--- src/rtl/input_window_buffer_if.sv ---
// Handshake bundle for input_window_buffer: input beat stream in, windowed beats out.
// The DUT takes the slave modport; the upstream/downstream side takes master.
interface input_window_buffer_if #(
    parameter int ISSUE_WIDTH = 16,
    parameter int LOOKAHEAD   = 4,
    parameter int ADDR_WIDTH  = 32
);
    localparam int LEN_W = $clog2(ISSUE_WIDTH + 1);
    localparam int OUT_W = (ISSUE_WIDTH + LOOKAHEAD) * 8;

    logic                     input_valid;
    logic                     input_ready;
    logic                     input_delim;
    logic [LEN_W-1:0]         input_len;
    logic [ISSUE_WIDTH*8-1:0] input_data;

    logic                     output_valid;
    logic                     output_ready;
    logic                     output_delim;
    logic [ADDR_WIDTH-1:0]    output_head_addr;
    logic [OUT_W-1:0]         output_data;
    logic [ISSUE_WIDTH-1:0]   output_mask;

    modport slave (
        input  input_valid,
        input  input_delim,
        input  input_len,
        input  input_data,
        input  output_ready,
        output input_ready,
        output output_valid,
        output output_delim,
        output output_head_addr,
        output output_data,
        output output_mask
    );

    modport master (
        output input_valid,
        output input_delim,
        output input_len,
        output input_data,
        output output_ready,
        input  input_ready,
        input  output_valid,
        input  output_delim,
        input  output_head_addr,
        input  output_data,
        input  output_mask
    );
endinterface

--- src/rtl/input_window_buffer.sv ---
// One-beat window buffer: emits each beat with LOOKAHEAD bytes borrowed from the next.
// Define INPUT_WINDOW_BLOCK_ADDR_RESET_EN to restart head_addr at 0 for every block.
module input_window_buffer #(
    parameter int ISSUE_WIDTH = 16,
    parameter int LOOKAHEAD   = 4,
    parameter int ADDR_WIDTH  = 32
) (
    input logic                  clk,
    input logic                  rst_n,
    input_window_buffer_if.slave bus
);
    localparam int LEN_W = $clog2(ISSUE_WIDTH + 1);
    localparam int IW8   = ISSUE_WIDTH * 8;
    localparam int LA8   = LOOKAHEAD * 8;

    typedef enum logic [1:0] {
        EMPTY = 2'd0,
        HOLD  = 2'd1,
        FLUSH = 2'd2
    } state_t;

    state_t                 state;
    logic [IW8-1:0]         held_data;
    logic [LEN_W-1:0]       held_len;
    logic                   held_delim;
    logic [ADDR_WIDTH-1:0]  head_addr;

    logic                   accept;
    logic                   fire;
    logic [IW8-1:0]         flush_data;
    logic [ISSUE_WIDTH-1:0] flush_mask;

    // Handshake: HOLD needs the successor beat before it can emit.
    always_comb begin
        bus.input_ready  = 1'b1;
        bus.output_valid = 1'b0;
        unique case (state)
            EMPTY: begin
                bus.input_ready  = 1'b1;
                bus.output_valid = 1'b0;
            end
            HOLD: begin
                bus.input_ready  = bus.output_ready;
                bus.output_valid = bus.input_valid;
            end
            FLUSH: begin
                bus.input_ready  = bus.output_ready;
                bus.output_valid = 1'b1;
            end
            default: begin
                bus.input_ready  = 1'b1;
                bus.output_valid = 1'b0;
            end
        endcase
    end

    assign accept = bus.input_valid && bus.input_ready;
    assign fire   = bus.output_valid && bus.output_ready;

    // Last beat of a block: zero bytes past the length, mask windows that overrun it.
    always_comb begin
        flush_data = '0;
        flush_mask = '0;
        for (int i = 0; i < ISSUE_WIDTH; i++) begin
            if (i < int'(held_len)) begin
                flush_data[i*8 +: 8] = held_data[i*8 +: 8];
            end
            if (i + LOOKAHEAD < int'(held_len)) begin
                flush_mask[i] = 1'b1;
            end
        end
    end

    // Output window: lookahead comes live from the input in HOLD, zeros in FLUSH.
    always_comb begin
        bus.output_data  = '0;
        bus.output_mask  = '0;
        bus.output_delim = 1'b0;
        unique case (state)
            HOLD: begin
                bus.output_data = {bus.input_data[LA8-1:0], held_data};
                bus.output_mask = '1;
            end
            FLUSH: begin
                bus.output_data  = {{LA8{1'b0}}, flush_data};
                bus.output_mask  = flush_mask;
                bus.output_delim = held_delim;
            end
            default: begin
                bus.output_data  = '0;
                bus.output_mask  = '0;
                bus.output_delim = 1'b0;
            end
        endcase
    end

    assign bus.output_head_addr = head_addr;

    // Beat holding register and state; non-delim beats always count as full.
    always_ff @(posedge clk or negedge rst_n) begin
        if (!rst_n) begin
            state      <= EMPTY;
            held_data  <= '0;
            held_len   <= '0;
            held_delim <= 1'b0;
        end else if (accept) begin
            held_data  <= bus.input_data;
            held_delim <= bus.input_delim;
            held_len   <= bus.input_delim ? bus.input_len
                                          : LEN_W'(ISSUE_WIDTH);
            state      <= bus.input_delim ? FLUSH : HOLD;
        end else if (fire && state == FLUSH) begin
            state <= EMPTY;
        end
    end

    // Head address advances one beat per emitted window and wraps silently.
    always_ff @(posedge clk or negedge rst_n) begin
        if (!rst_n) begin
            head_addr <= '0;
        end else if (fire) begin
`ifdef INPUT_WINDOW_BLOCK_ADDR_RESET_EN
            if (state == FLUSH) begin
                head_addr <= '0;
            end else begin
                head_addr <= head_addr + ADDR_WIDTH'(ISSUE_WIDTH);
            end
`else
            head_addr <= head_addr + ADDR_WIDTH'(ISSUE_WIDTH);
`endif
        end
    end
endmodule

--- src/flat_wrapper.sv ---
// flat-port wrapper written by rule: the top's interface ports become plain ports
module input_window_buffer_flat 
#(
    parameter int ISSUE_WIDTH = 16,
    parameter int LOOKAHEAD   = 4,
    parameter int ADDR_WIDTH  = 32
)
  (clk, rst_n, bus_input_valid, bus_input_delim, bus_input_len, bus_input_data, bus_output_ready, bus_input_ready, bus_output_valid, bus_output_delim, bus_output_head_addr, bus_output_data, bus_output_mask);
  input_window_buffer_if #(.ISSUE_WIDTH(ISSUE_WIDTH), .LOOKAHEAD(LOOKAHEAD), .ADDR_WIDTH(ADDR_WIDTH)) bus_i ();
  input logic clk;
  input logic rst_n;
  input wire logic [$bits(bus_i.input_valid)-1:0] bus_input_valid;
  input wire logic [$bits(bus_i.input_delim)-1:0] bus_input_delim;
  input wire logic [$bits(bus_i.input_len)-1:0] bus_input_len;
  input wire logic [$bits(bus_i.input_data)-1:0] bus_input_data;
  input wire logic [$bits(bus_i.output_ready)-1:0] bus_output_ready;
  output wire logic [$bits(bus_i.input_ready)-1:0] bus_input_ready;
  output wire logic [$bits(bus_i.output_valid)-1:0] bus_output_valid;
  output wire logic [$bits(bus_i.output_delim)-1:0] bus_output_delim;
  output wire logic [$bits(bus_i.output_head_addr)-1:0] bus_output_head_addr;
  output wire logic [$bits(bus_i.output_data)-1:0] bus_output_data;
  output wire logic [$bits(bus_i.output_mask)-1:0] bus_output_mask;
  assign bus_i.input_valid = bus_input_valid;
  assign bus_i.input_delim = bus_input_delim;
  assign bus_i.input_len = bus_input_len;
  assign bus_i.input_data = bus_input_data;
  assign bus_i.output_ready = bus_output_ready;
  assign bus_input_ready = bus_i.input_ready;
  assign bus_output_valid = bus_i.output_valid;
  assign bus_output_delim = bus_i.output_delim;
  assign bus_output_head_addr = bus_i.output_head_addr;
  assign bus_output_data = bus_i.output_data;
  assign bus_output_mask = bus_i.output_mask;
  input_window_buffer #(.ISSUE_WIDTH(ISSUE_WIDTH), .LOOKAHEAD(LOOKAHEAD), .ADDR_WIDTH(ADDR_WIDTH)) u_core (.clk(clk), .rst_n(rst_n), .bus(bus_i));
endmodule
--- config.mk ---
export PLATFORM = sky130hd
export DESIGN_NAME = input_window_buffer_flat
export DESIGN_NICKNAME = d
export VERILOG_FILES = /design/src/rtl/input_window_buffer_if.sv /design/src/rtl/input_window_buffer.sv /design/src/flat_wrapper.sv
export SDC_FILE = /design/constraint.sdc
export NUM_CORES = 1
export LEC_CHECK = 0
export CORE_MARGIN = 4
export CORE_UTILIZATION = 46
export DETAILED_ROUTE_END_ITERATION = 10
export GPL_TIMING_DRIVEN = 0
export MAX_ROUTING_LAYER = met4
export PLACE_DENSITY_LB_ADDON = 0.2
export RECOVER_POWER = 25
export SLEW_MARGIN = 20
export SYNTH_ARGS = -nofsm -noshare
export SYNTH_HDL_FRONTEND = slang
export SYNTH_SLANG_ARGS = --single-unit
--- constraint.sdc ---
create_clock -name clk -period 3.9 [get_ports clk]
set_clock_uncertainty 0.15 [all_clocks]
set_input_delay 0.39 -clock clk [delete_from_list [all_inputs] [get_ports clk]]
set_output_delay 0.39 -clock clk [all_outputs]
set_load 0.1 [all_outputs]
Yosys cells after proc, flatten, opt, wreduce, memory -nomap -nowiden
Cells that the tools add are included.
{"block": "word_totals", "register_bits": 168, "inputBits": 138, "elab_cells": 74}
{"block": "op_classes", "n_addsub": 1, "magnitude_cmp": 20, "eq_ne": 2, "n_mux": 41, "n_reduce_logical": 5}
{"op": "160-bit one-hot mux with 2 select lines", "count": 1}
{"op": "8-bit two-way mux", "count": 16}
{"op": "4-bit by 5-bit < comparator with 1-bit output, first input constant", "count": 8}
{"op": "32-bit by 5-bit adder with 32-bit output, second input constant", "count": 1}
{"op": "16-bit one-hot mux with 2 select lines", "count": 1}
{"op": "3-bit by 5-bit < comparator with 1-bit output, first input constant", "count": 4}
{"op": "5-bit < comparator, first input constant", "count": 4}
{"op": "1-bit two-way mux", "count": 18}
{"op": "1-bit by 5-bit < comparator with 1-bit output, first input constant", "count": 2}
{"op": "2-bit by 5-bit < comparator with 1-bit output, first input constant", "count": 2}
{"op": "2-bit two-way mux", "count": 3}
{"op": "5-bit two-way mux", "count": 1}
{"op": "1-bit logical AND", "count": 3}
{"op": "2-bit by 1-bit == test with 1-bit output, second input constant", "count": 1}
{"op": "2-bit == test, second input constant", "count": 1}
{"op": "1-bit one-hot mux with 2 select lines", "count": 1}
{"op": "2-bit nonzero test", "count": 1}
{"op": "2-bit OR reduction", "count": 1}

Logic depth before layout (Yosys ltp)
Gate-level depths: netlist of the first run.
{"block": "logic_depth", "depth_word": 6, "ltp_mapped": 8, "ltp_nobuf": 7}

Least setup slack after synthesis of the first run
Ideal clock, no wire load.
{"block": "synth_path", "path_kind": "register to output", "startpoint": "register u_core.state[0]", "endpoint": "output bus_output_data[88]", "t_arrival_ns": 3.901, "required_time_ns": 3.360, "setup_slack_ns": -0.541, "stages_incl_launch_ff": 8, "n_path_buf": 1, "path_cell_list": "dfrtp_1 inv_1 ha_1 clkbuf_1 nor2b_1 nor2_1 a21oi_1 and2_1"}
{"block": "synth_between", "elab_chain_len": 2, "elab_cells_between_ends": 3, "cone_classes": "eq/ne (2); mux (1)"}
{"item": "start, declared", "line": "input_window_buffer.sv:22", "source": "state_t state;"}
{"item": "start signal, assigned", "line": "input_window_buffer.sv:111", "source": "state <= bus.input_delim ? FLUSH : HOLD;"}
{"item": "2-bit == test or 2-bit by 1-bit == test with 1-bit output (tied branches)", "line": "input_window_buffer.sv:79", "source": "unique case (state)"}
{"item": "160-bit one-hot mux with 2 select lines *", "line": "input_window_buffer.sv:79"}
{"item": "end, declared", "line": "flat_wrapper.sv:21", "source": "output wire logic [$bits(bus_i.output_data)-1:0] bus_output_data;"}
Every way passes the cells marked *; elsewhere a longest branch is shown, timed or not.

Worst setup path after layout of the first run
{"block": "layout_path", "startpoint": "register u_core.state[0]", "endpoint": "output bus_output_data[85]"}
Same word-level chain as after synthesis.

==> results of run 1 <==
-- cell families after synthesis --
| kind of cell | synth area share [%] |
|---|---|
| and+or+nand+nor | 19.4 |
| DFF | 52.4 |
| muxes | 18.5 |
| buffers and inverters | 3.10 |
| AOI/OAI and AO/OA | 3.05 |
| xor gates and xnor gates | 3.02 |
| adders and majority gates | 0.479 |
| other | 0.0479 |
-- state kept, by name (all words and copies together), names as in the netlist --
name,cells
u_core.bus.output_head_addr,28
u_core.held_data,128
u_core.held_delim,1
u_core.held_len,5
u_core.state,2
-- Yosys cell counts (9+ instances only) --
master	n
xor2_1	19
buf_2	13
and2_1	163
mux2_2	129
o21ai_0	11
inv_1	12
a21oi_1	15
nor3_1	9
buf_4	11
nand2_1	29
nor2_1	12
dfrtp_1	164
-- cell usage in the layout, fill, tap and decap left out, types with 5 or more instances in the layout --
cell	synthesis	routed
clkdlybuf4s50_1	0	176
xor2_1	19	19
xnor2_1	8	8
nor2_1	12	12
o21ai_0	11	11
clkbuf_16	0	17
bufinv_16	0	5
dfrtp_1	164	164
nor3_1	9	9
clkdlybuf4s15_2	0	46
clkbuf_2	1	69
nand2_1	29	29
nor4_2	6	6
buf_4	11	11
and2_1	163	163
mux2_2	129	129
and3_1	5	5
clkbuf_1	8	12
nor4_1	5	5
inv_1	12	12
dlygate4sd2_1	0	33
buf_2	13	24
nand3_1	8	8
a21oi_1	15	11
-- worst max-delay path: cells and delay by family (launching register included) --
family	cells	cell delay, ns
DFF	1	0.39
and+or+nand+nor	1	0.22
buffers and inverters	3	1.07
adders and majority gates	1	0.33
AOI/OAI and AO/OA	2	0.75
-- path summary, 6_finish.rpt --
kind / cells after the start / from / slack [ns] / to
hold / removal: 1 / u_core.bus.output_head_addr[31]$_DFFE_PN0P_ / 0.33 / u_core.bus.output_head_addr[31]$_DFFE_PN0P_
hold reg to reg: 1 / u_core.bus.output_head_addr[31]$_DFFE_PN0P_ / 0.33 / u_core.bus.output_head_addr[31]$_DFFE_PN0P_
min in group asynchronous: 2 / rst_n / 0.87 / u_core.held_data[92]$_DFFE_PN0P_
setup reg to reg: 7 / u_core.state[0]$_DFFE_PN0P_ / 1.35 / u_core.held_data[35]$_DFFE_PN0P_
setup / recovery: 7 / u_core.state[0]$_DFFE_PN0P_ / 0.18 / bus_output_data[85]
max in group asynchronous: 4 / rst_n / 0.65 / u_core.held_data[32]$_DFFE_PN0P_
-- what timing repair did --
| item | 4_1_cts | 5_1_grt |
|---|---|---|
| resized for setup | 285 | 166 |
| endpoints found under the setup margin | 164 | 96 |
| hold endpoints to repair | 31 | 0 |
| pin swaps | 0 | 0 |
| hold buffers | 1 | 0 |
-- routing by layer --
layer	vias to the layer above	share of wire [%]	global-route usage [%]
li1	2969	-	-
met1	3122	38	27.8
met2	238	52	44.0
met3	34	8.3	8.98
met4	0	2.2	8.01
met5	-	0	-
-- cell type report --
| cell class | count | area, um^2 | share of cell area, % |
|---|---|---|---|
| repair buffers | 347 | 3110 | 26.2 |
| flip-flops and latches | 164 | 4100 | 34.6 |
| clock buffers | 21 | 450 | 3.79 |
| plain buffers | 34 | 194 | 1.63 |
| clock inverters | 9 | 179 | 1.51 |
| inverters | 13 | 48.8 | 0.411 |
| well taps | 220 | 275 | 2.32 |
| multi-input cells | 454 | 3520 | 29.6 |
-- per-stage QoR --
step	util [%]	instance area [um^2]
floorplan	-	7860
global placement	69.6	11600
detailed placement	69.9	11600
CTS	73.4	12200
global route	71.4	11900
finish	71.4	11900
==> flow_summary.ini, run 1 <==
[outcome]
status = finished with violations
violations = max-capacitance violations, max-slew violations

[drt]
postRouteAntennaNets = 0
wirelength_um = 23400
vias_per_cell = 5.04
first_iter_violations = 170
wl_per_cell_um = 18.6
dr.pass1.iters = 4
drc = 0
vias = 6363

[setup_path]
cp-start-kind = flop
worst-path-max-fanout = 9
crit_top_cell = inv_1
cp_cell_sequence = inv_1, ha_1, inv_1, o21ai_2, a21oi_1, and2_1, clkdlybuf4s15_1
arrival_ns = 3.18
crit_path_end_kind = output pin
max_stage_delay_ns = 0.81
slowest_stage = clkdlybuf4s15_1
path_class = reg -> out
cp.required_ns = 3.36

[floorplanning]
placementRows = 47
die_area_um2 = 19200
initial_utilization_pct = 47.1
die-width_um = 139
die-height_um = 139
core-area_um2 = 16600
ioPinCount = 349

[place]
placedCellCount = 1231
hpwl_um = 18200
pre_cts_ws_ns = -0.275
gp_congestion = 0.801
portBuffers = 344

[layout]
nNetsFinal = 1172
n_fill_cell = 1284
area_delta_synth_final_pct = 51.6
layout.cells.non_filler = 1262
layout-drive-gt1-share_pct = 31.6
diodes = 0

[timing]
report.final.slew_viol_count = 30
fin_crit_sh_pct = 95.4
rsz0062_at_grt = yes
setup-violations-final = 0
worst_slew_pin_slew_ns = 1.84
maxSlewHeadroom_pct = -23.0
hold_ws_ns = 0.329
fin_ws_ns = 0.180
fmax_ghz = 0.269
tns_ns = 0
fin_crit_ns = 3.72
hold_viol_final = 0

[flow_run]
drv_cap = 1

[global_route]
grt_overflow = 0
grt_max_degree = 71
grt_use_total_pct = 25.5
grt_pass1_wl_um = 37200
antenna_found_initial = 0
grt_pass1_vias = 6889

[logic_synthesis]
synth_seq_cells = 164
synthTopCellsByArea = dfrtp_1 (52%), mux2_2 (19%), and2_1 (13%)
netlist-cell-type-count = 43
yosys.area.top_type_share_pct = 52.4
synthCells = 662
syn_avg_cell_area_um2 = 11.8
syn_area_um2 = 7830
synth_edf_count = 0
yosys_warnings = 0
yosysSeqAreaShare_pct = 52.4
synth.largest_area_cell = dfrtp_1
synth_ff_type = dfrtp_1
async_flop_share_pct = 100

[cts]
cts_tree = built
postCtsSetupRepairBufs = 0
cts-root-buf = clkbuf_16
clkLatencyLatePin_ns = 0.42
clockBufferDepth = 2
cts_made_buffers = 17
clock-sinks = 164
path_clk_slew_ns = 0.06
h-tree-depth = 4

[min_path]
holdCritPathClass = reg -> reg
Power of run 1 is not shown: default switching activity piles up to over one toggle a cycle in this logic, so the estimate is an artifact.
==> inputs of run 2 (changes only) <==
SLEW_MARGIN = 30   (was 20)
==> flow_summary.ini, run 2 (synthesis gave the netlist of run 1 again) <==
[floorplanning]
ioPinCount = 349
die-width_um = 139
die_area_um2 = 19200
initial_utilization_pct = 47.1
core-area_um2 = 16600
die-height_um = 139
placementRows = 47

[timing]
setup-violations-final = 0
rsz0062_at_grt = yes
maxSlewHeadroom_pct = -20.9
fin_ws_ns = 0.189
fin_crit_sh_pct = 95.1
fin_crit_ns = 3.71
fmax_ghz = 0.269
worst_slew_pin_slew_ns = 1.81
report.final.slew_viol_count = 30
hold_viol_final = 0

[cts]
cts-root-buf = clkbuf_16
clkLatencyLatePin_ns = 0.42
cts_tree = built
clock-sinks = 164
path_clk_slew_ns = 0.06
cts_made_buffers = 17
clockBufferDepth = 2
h-tree-depth = 4

[drt]
vias = 6269
wl_per_cell_um = 18.5
vias_per_cell = 4.97
postRouteAntennaNets = 0
wirelength_um = 23400
dr.pass1.iters = 4
drc = 0
first_iter_violations = 159

[global_route]
grt_overflow = 0
grt_pass1_wl_um = 37100
antenna_found_initial = 0
grt_pass1_vias = 6784
grt_use_total_pct = 25.5
grt_max_degree = 71

[setup_path]
path_class = reg -> out
cp-start-kind = flop
arrival_ns = 3.17
worst-path-max-fanout = 10
cp_cell_sequence = inv_1, ha_1, clkbuf_1, nor2b_2, nor2_1, a21oi_2, and2_1, clkdlybuf4s15_2
cp.required_ns = 3.36
crit_path_end_kind = output pin
slowest_stage = clkdlybuf4s15_2
max_stage_delay_ns = 0.56

[layout]
top_register = u_core.held_data
diodes = 0
finish.utilization_pct = 71.3
largest_reg_flops = 128
area_delta_synth_final_pct = 51.4
layout-drive-gt1-share_pct = 32.3
n_fill_cell = 1311
layout_common_cells = clkdlybuf4s50_1 (176), dfrtp_1 (164), and2_1 (163), mux2_2 (129), clkbuf_2 (69)
final_common_cell = clkdlybuf4s50_1
nNetsFinal = 1172

[place]
gp_congestion = 0.801
pre_cts_ws_ns = -0.283
hpwl_um = 18300
portBuffers = 344

[outcome]
status = finished with violations
violations = max-capacitance violations, max-slew violations

[flow_run]
drv_cap = 1

[min_path]
holdCritPathClass = reg -> reg
## run 2: critical path, delay by kind of cell (launching register included)
kind / cells / cell delay [ns]
buf+inv: 3 / 0.88
fa+ha+maj: 1 / 0.34
simple gates: 3 / 0.77
flops: 1 / 0.39
compound gates: 1 / 0.37
## run 2: area by class of cell
cell class	count	area, um^2	area share (%)
buffer	34	194	1.63
clock buffer	19	433	3.65
clock inverter	10	184	1.55
inverter	13	48.8	0.411
multi-input combinational	454	3520	29.6
sequential	164	4100	34.6
tap	220	275	2.32
timing repair buffer	347	3110	26.2
## run 2: path summary, 6_finish.rpt
path                                                             start                                           to  slack (ns)  cells after the start
min reg2reg                u_core.bus.output_head_addr[31]$_DFFE_PN0P_  u_core.bus.output_head_addr[31]$_DFFE_PN0P_        0.33                      1
max reg2reg                                u_core.state[0]$_DFFE_PN0P_             u_core.held_data[56]$_DFFE_PN0P_        1.33                      7
min                        u_core.bus.output_head_addr[31]$_DFFE_PN0P_  u_core.bus.output_head_addr[31]$_DFFE_PN0P_        0.33                      1
max in group asynchronous                                        rst_n              u_core.held_data[4]$_DFFE_PN0P_        0.67                      4
max                                        u_core.state[0]$_DFFE_PN0P_                          bus_output_data[98]        0.19                      8
min in group asynchronous                                        rst_n             u_core.held_data[92]$_DFFE_PN0P_        0.86                      2
## run 2: per-layer routing
metal	track usage, %	wire length [um]
met1	27.5	8880
met2	44.0	12200
met3	9.08	1870
met4	7.90	426
met5	-	0
## run 2: what timing repair did
item,CTS,global route
gates resized for setup,286,157
endpoints found under the hold margin,30,0
hold buffers,1,0
setup buffers,0,0
endpoints found under the setup margin,161,91
## run 2: through the flow
step	area, um^2	setup TNS (ns)	instances	hold WS, ns
2_1_floorplan	7860	-4.40	665	-0.0556
3_3_place_gp	11600	-762.54	1229	0.308
3_5_place_dp	11600	-4.24	1231	0.111
4_1_cts	12200	0	1261	0.260
5_1_grt	11900	-0.00695	1261	0.343
6_report	11900	0	1261	0.329
Power of run 2 is left out for the same reason.
==> RTL change: new RTL, config.mk and constraints of run 1 <==
`ADDR_WIDTH` is set to 32 in 3 places; all go to 48.
--- a/src/rtl/input_window_buffer_if.sv
+++ b/src/rtl/input_window_buffer_if.sv
@@ -3,7 +3,7 @@
 interface input_window_buffer_if #(
     parameter int ISSUE_WIDTH = 16,
     parameter int LOOKAHEAD   = 4,
-    parameter int ADDR_WIDTH  = 32
+    parameter int ADDR_WIDTH  = 48
 );
     localparam int LEN_W = $clog2(ISSUE_WIDTH + 1);
     localparam int OUT_W = (ISSUE_WIDTH + LOOKAHEAD) * 8;
--- a/src/rtl/input_window_buffer.sv
+++ b/src/rtl/input_window_buffer.sv
@@ -3,7 +3,7 @@
 module input_window_buffer #(
     parameter int ISSUE_WIDTH = 16,
     parameter int LOOKAHEAD   = 4,
-    parameter int ADDR_WIDTH  = 32
+    parameter int ADDR_WIDTH  = 48
 ) (
     input logic                  clk,
     input logic                  rst_n,
--- a/src/flat_wrapper.sv
+++ b/src/flat_wrapper.sv
@@ -3,7 +3,7 @@
 #(
     parameter int ISSUE_WIDTH = 16,
     parameter int LOOKAHEAD   = 4,
-    parameter int ADDR_WIDTH  = 32
+    parameter int ADDR_WIDTH  = 48
 )
   (clk, rst_n, bus_input_valid, bus_input_delim, bus_input_len, bus_input_data, bus_output_ready, bus_input_ready, bus_output_valid, bus_output_delim, bus_output_head_addr, bus_output_data, bus_output_mask);
   input_window_buffer_if #(.ISSUE_WIDTH(ISSUE_WIDTH), .LOOKAHEAD(LOOKAHEAD), .ADDR_WIDTH(ADDR_WIDTH)) bus_i ();
Ports: changed (resized bus_output_head_addr); port bits go from 349 to 365. No check against the original RTL was run, so the function may have changed too.
==> RTL change against run 1 <==
Sequential cell count increased by 16. Synthesized area rose by 9.8%. Final area is 9.0% higher. Largest cell class unchanged. Cell count grew 28%. Setup slack got worse by 73 ps. Wire length up 16%. The flow still finishes with violations (capacitance limit, slew limit). Count of clock-buffer cells in the layout fell by 1.
Power is not shown: default switching activity piles up to over one toggle a cycle in this logic, so the estimate is an artifact.
==> RTL change: results (changes against run 1) <==
| Metric | Value |
|---|---|
| Setup_tns | 0 ps (unchanged) |
| Global route hottest layer | met2 |
| Actual slew at the worst max-slew pin | 2171 ps (+326.2 ps) |
| Placed cell area | 12,560 sq um (+8.0%) |
| Cts bufs inserted | 17 (unchanged) |
| Seq/Total Area, Yosys | 52.38% (about the same) |
| Gpl congestion | 0.8721 (+8.9%) |
| First-pass DRT Iterations | 5 (+1) |
| Critical Path AT | 3250 ps (+70 ps) |
| IO Port Bufs | 360 (+4.7%) |
| Nets | 1,512 (+29%) |
| Detailed-route wire length | 27,270 microns (+16%) |
| Critical path's top delay family | buffers and inverters |
| Total length of routed met2 wires | 13,560 microns (+11%) |
| Root Buffer | clkbuf_16 |
| Vias in the first global route | 8,078 (+17%) |
| Largest net degree at the start of global routing | 99 (+39%) |
| Largest cells by area after synthesis | dfrtp_1, nand2_1, and2_1 |
| Async set or reset register ratio after synthesis | 100.0% (unchanged) |
| Synth Instances | 987 (+49%) |
| GRT Overall Usage | 26.91% (+1.4 points) |
| Top post-synthesis cells by count | nand2_1, dfrtp_1, and2_1 |
| Clk buf depth | 2 (unchanged) |
| Met3 wire len | 2298 microns (+18%) |
| Vias | 7,948 (+25%) |
| Violations in the final reports | capacitance limit, slew limit |
| First-pass GRT wire length | 42,280 microns (+14%) |
| GR Layer Usage met3 | 8.741% (-0.24 points) |
| # diodes | 0 (unchanged) |
| Delay of the slowest critical-path stage | 840 ps (+30 ps) |
| HPWL Detailed | 20,830 microns (+15%) |
| Reg2Reg Depth | 8 (+1) |
| Max H-tree Level | 4 (unchanged) |
| Highest routed layer | met4 |
| Worst hold path type | reg -> reg |
| Met1 WL | 10,620 microns (+21%) |
| Max FO, Critical Path | 10 (+1) |
| Met1 usage | 31.50% (+3.7 points) |
| Cell variety after synth | 47 (+9.3%) |
| Max-Cap Viols | 1 (unchanged) |
| Layout cell share with drive strength beyond 1 | 15.53% (-16 points) |
| Iter 0 DRT Violations | 382 (+120%) |
| Hold path depth | 2 (+1) |
| Outcome | finished, violations left |
| Final Instance Count excl. Fillers | 1,613 (+28%) |
| Slew Limit Fails | 83 (+180%) |
| Critical path's slowest cell | dlygate4sd2_1 |
| GRT met2 Usage | 44.14% (+0.17 points) |
RTL change: changes by cell type after synthesis, sizes merged, moves of 9 or more:
| cell | run 1 | this run |
|---|---|---|
| dfrtp | 164 | 180 |
| mux2 | 129 | 1 |
| nand2 | 29 | 420 |
| nand3 | 10 | 19 |
| nor2 | 12 | 24 |
| xnor2 | 8 | 30 |
RTL change: worst paths after layout:
kind                                            from              endpoint  slack, ps
worst min register to register  u_core.held_data[20]  u_core.held_data[20]        310
worst min-delay path            u_core.held_data[20]  u_core.held_data[20]        310
worst max-delay path                 u_core.state[0]   bus_output_data[42]        110
min in group asynchronous                      rst_n  u_core.held_data[55]        960
worst max register to register       u_core.state[0]  u_core.held_data[34]       1380
max in group asynchronous                      rst_n  u_core.held_data[14]       1320
RTL change: logic make-up (layout without fill, tap and decap cells):
logic type	after synthesis	after routing	share of synthesized area (%)
AND/OR/NAND/NOR	675	675	36.91
flip-flops	180	180	52.38
buffers and inverters	54	448	2.983
XOR/XNOR	43	43	4.467
AO/OA/AOI/OAI	30	30	2.648
adder cells (fa/ha/maj)	3	3	0.4365
other	1	4	0.04361
multiplexers	1	1	0.1309
RTL change: stage by stage:
stage                     setup WS [ps]  util [%]
final                             107.1     71.36
after global routing             -16.57     71.36
after CTS                        -8.587     72.41
after detailed placement         -252.2     69.23
after global placement            -5262     69.05
after floorplan                  -243.6         -
RTL change: layout make-up:
type	count	area (sq um)
well taps	229	286.5
plain buffers	45	222.7
clock buffers	20	456.7
flip-flops and latches	180	4504
inverters	9	33.78
fillers	1460	5197
repair buffers	362	3416
multi-input cells	756	3887
clock inverters	12	142.6
RTL change: what timing repair did:
item	4_1_cts	5_1_grt
hold endpoints to repair	82	0
resized for setup	286	142
buffers inserted	0	0
hold buffers	1	0
endpoints found under the setup margin	157	114
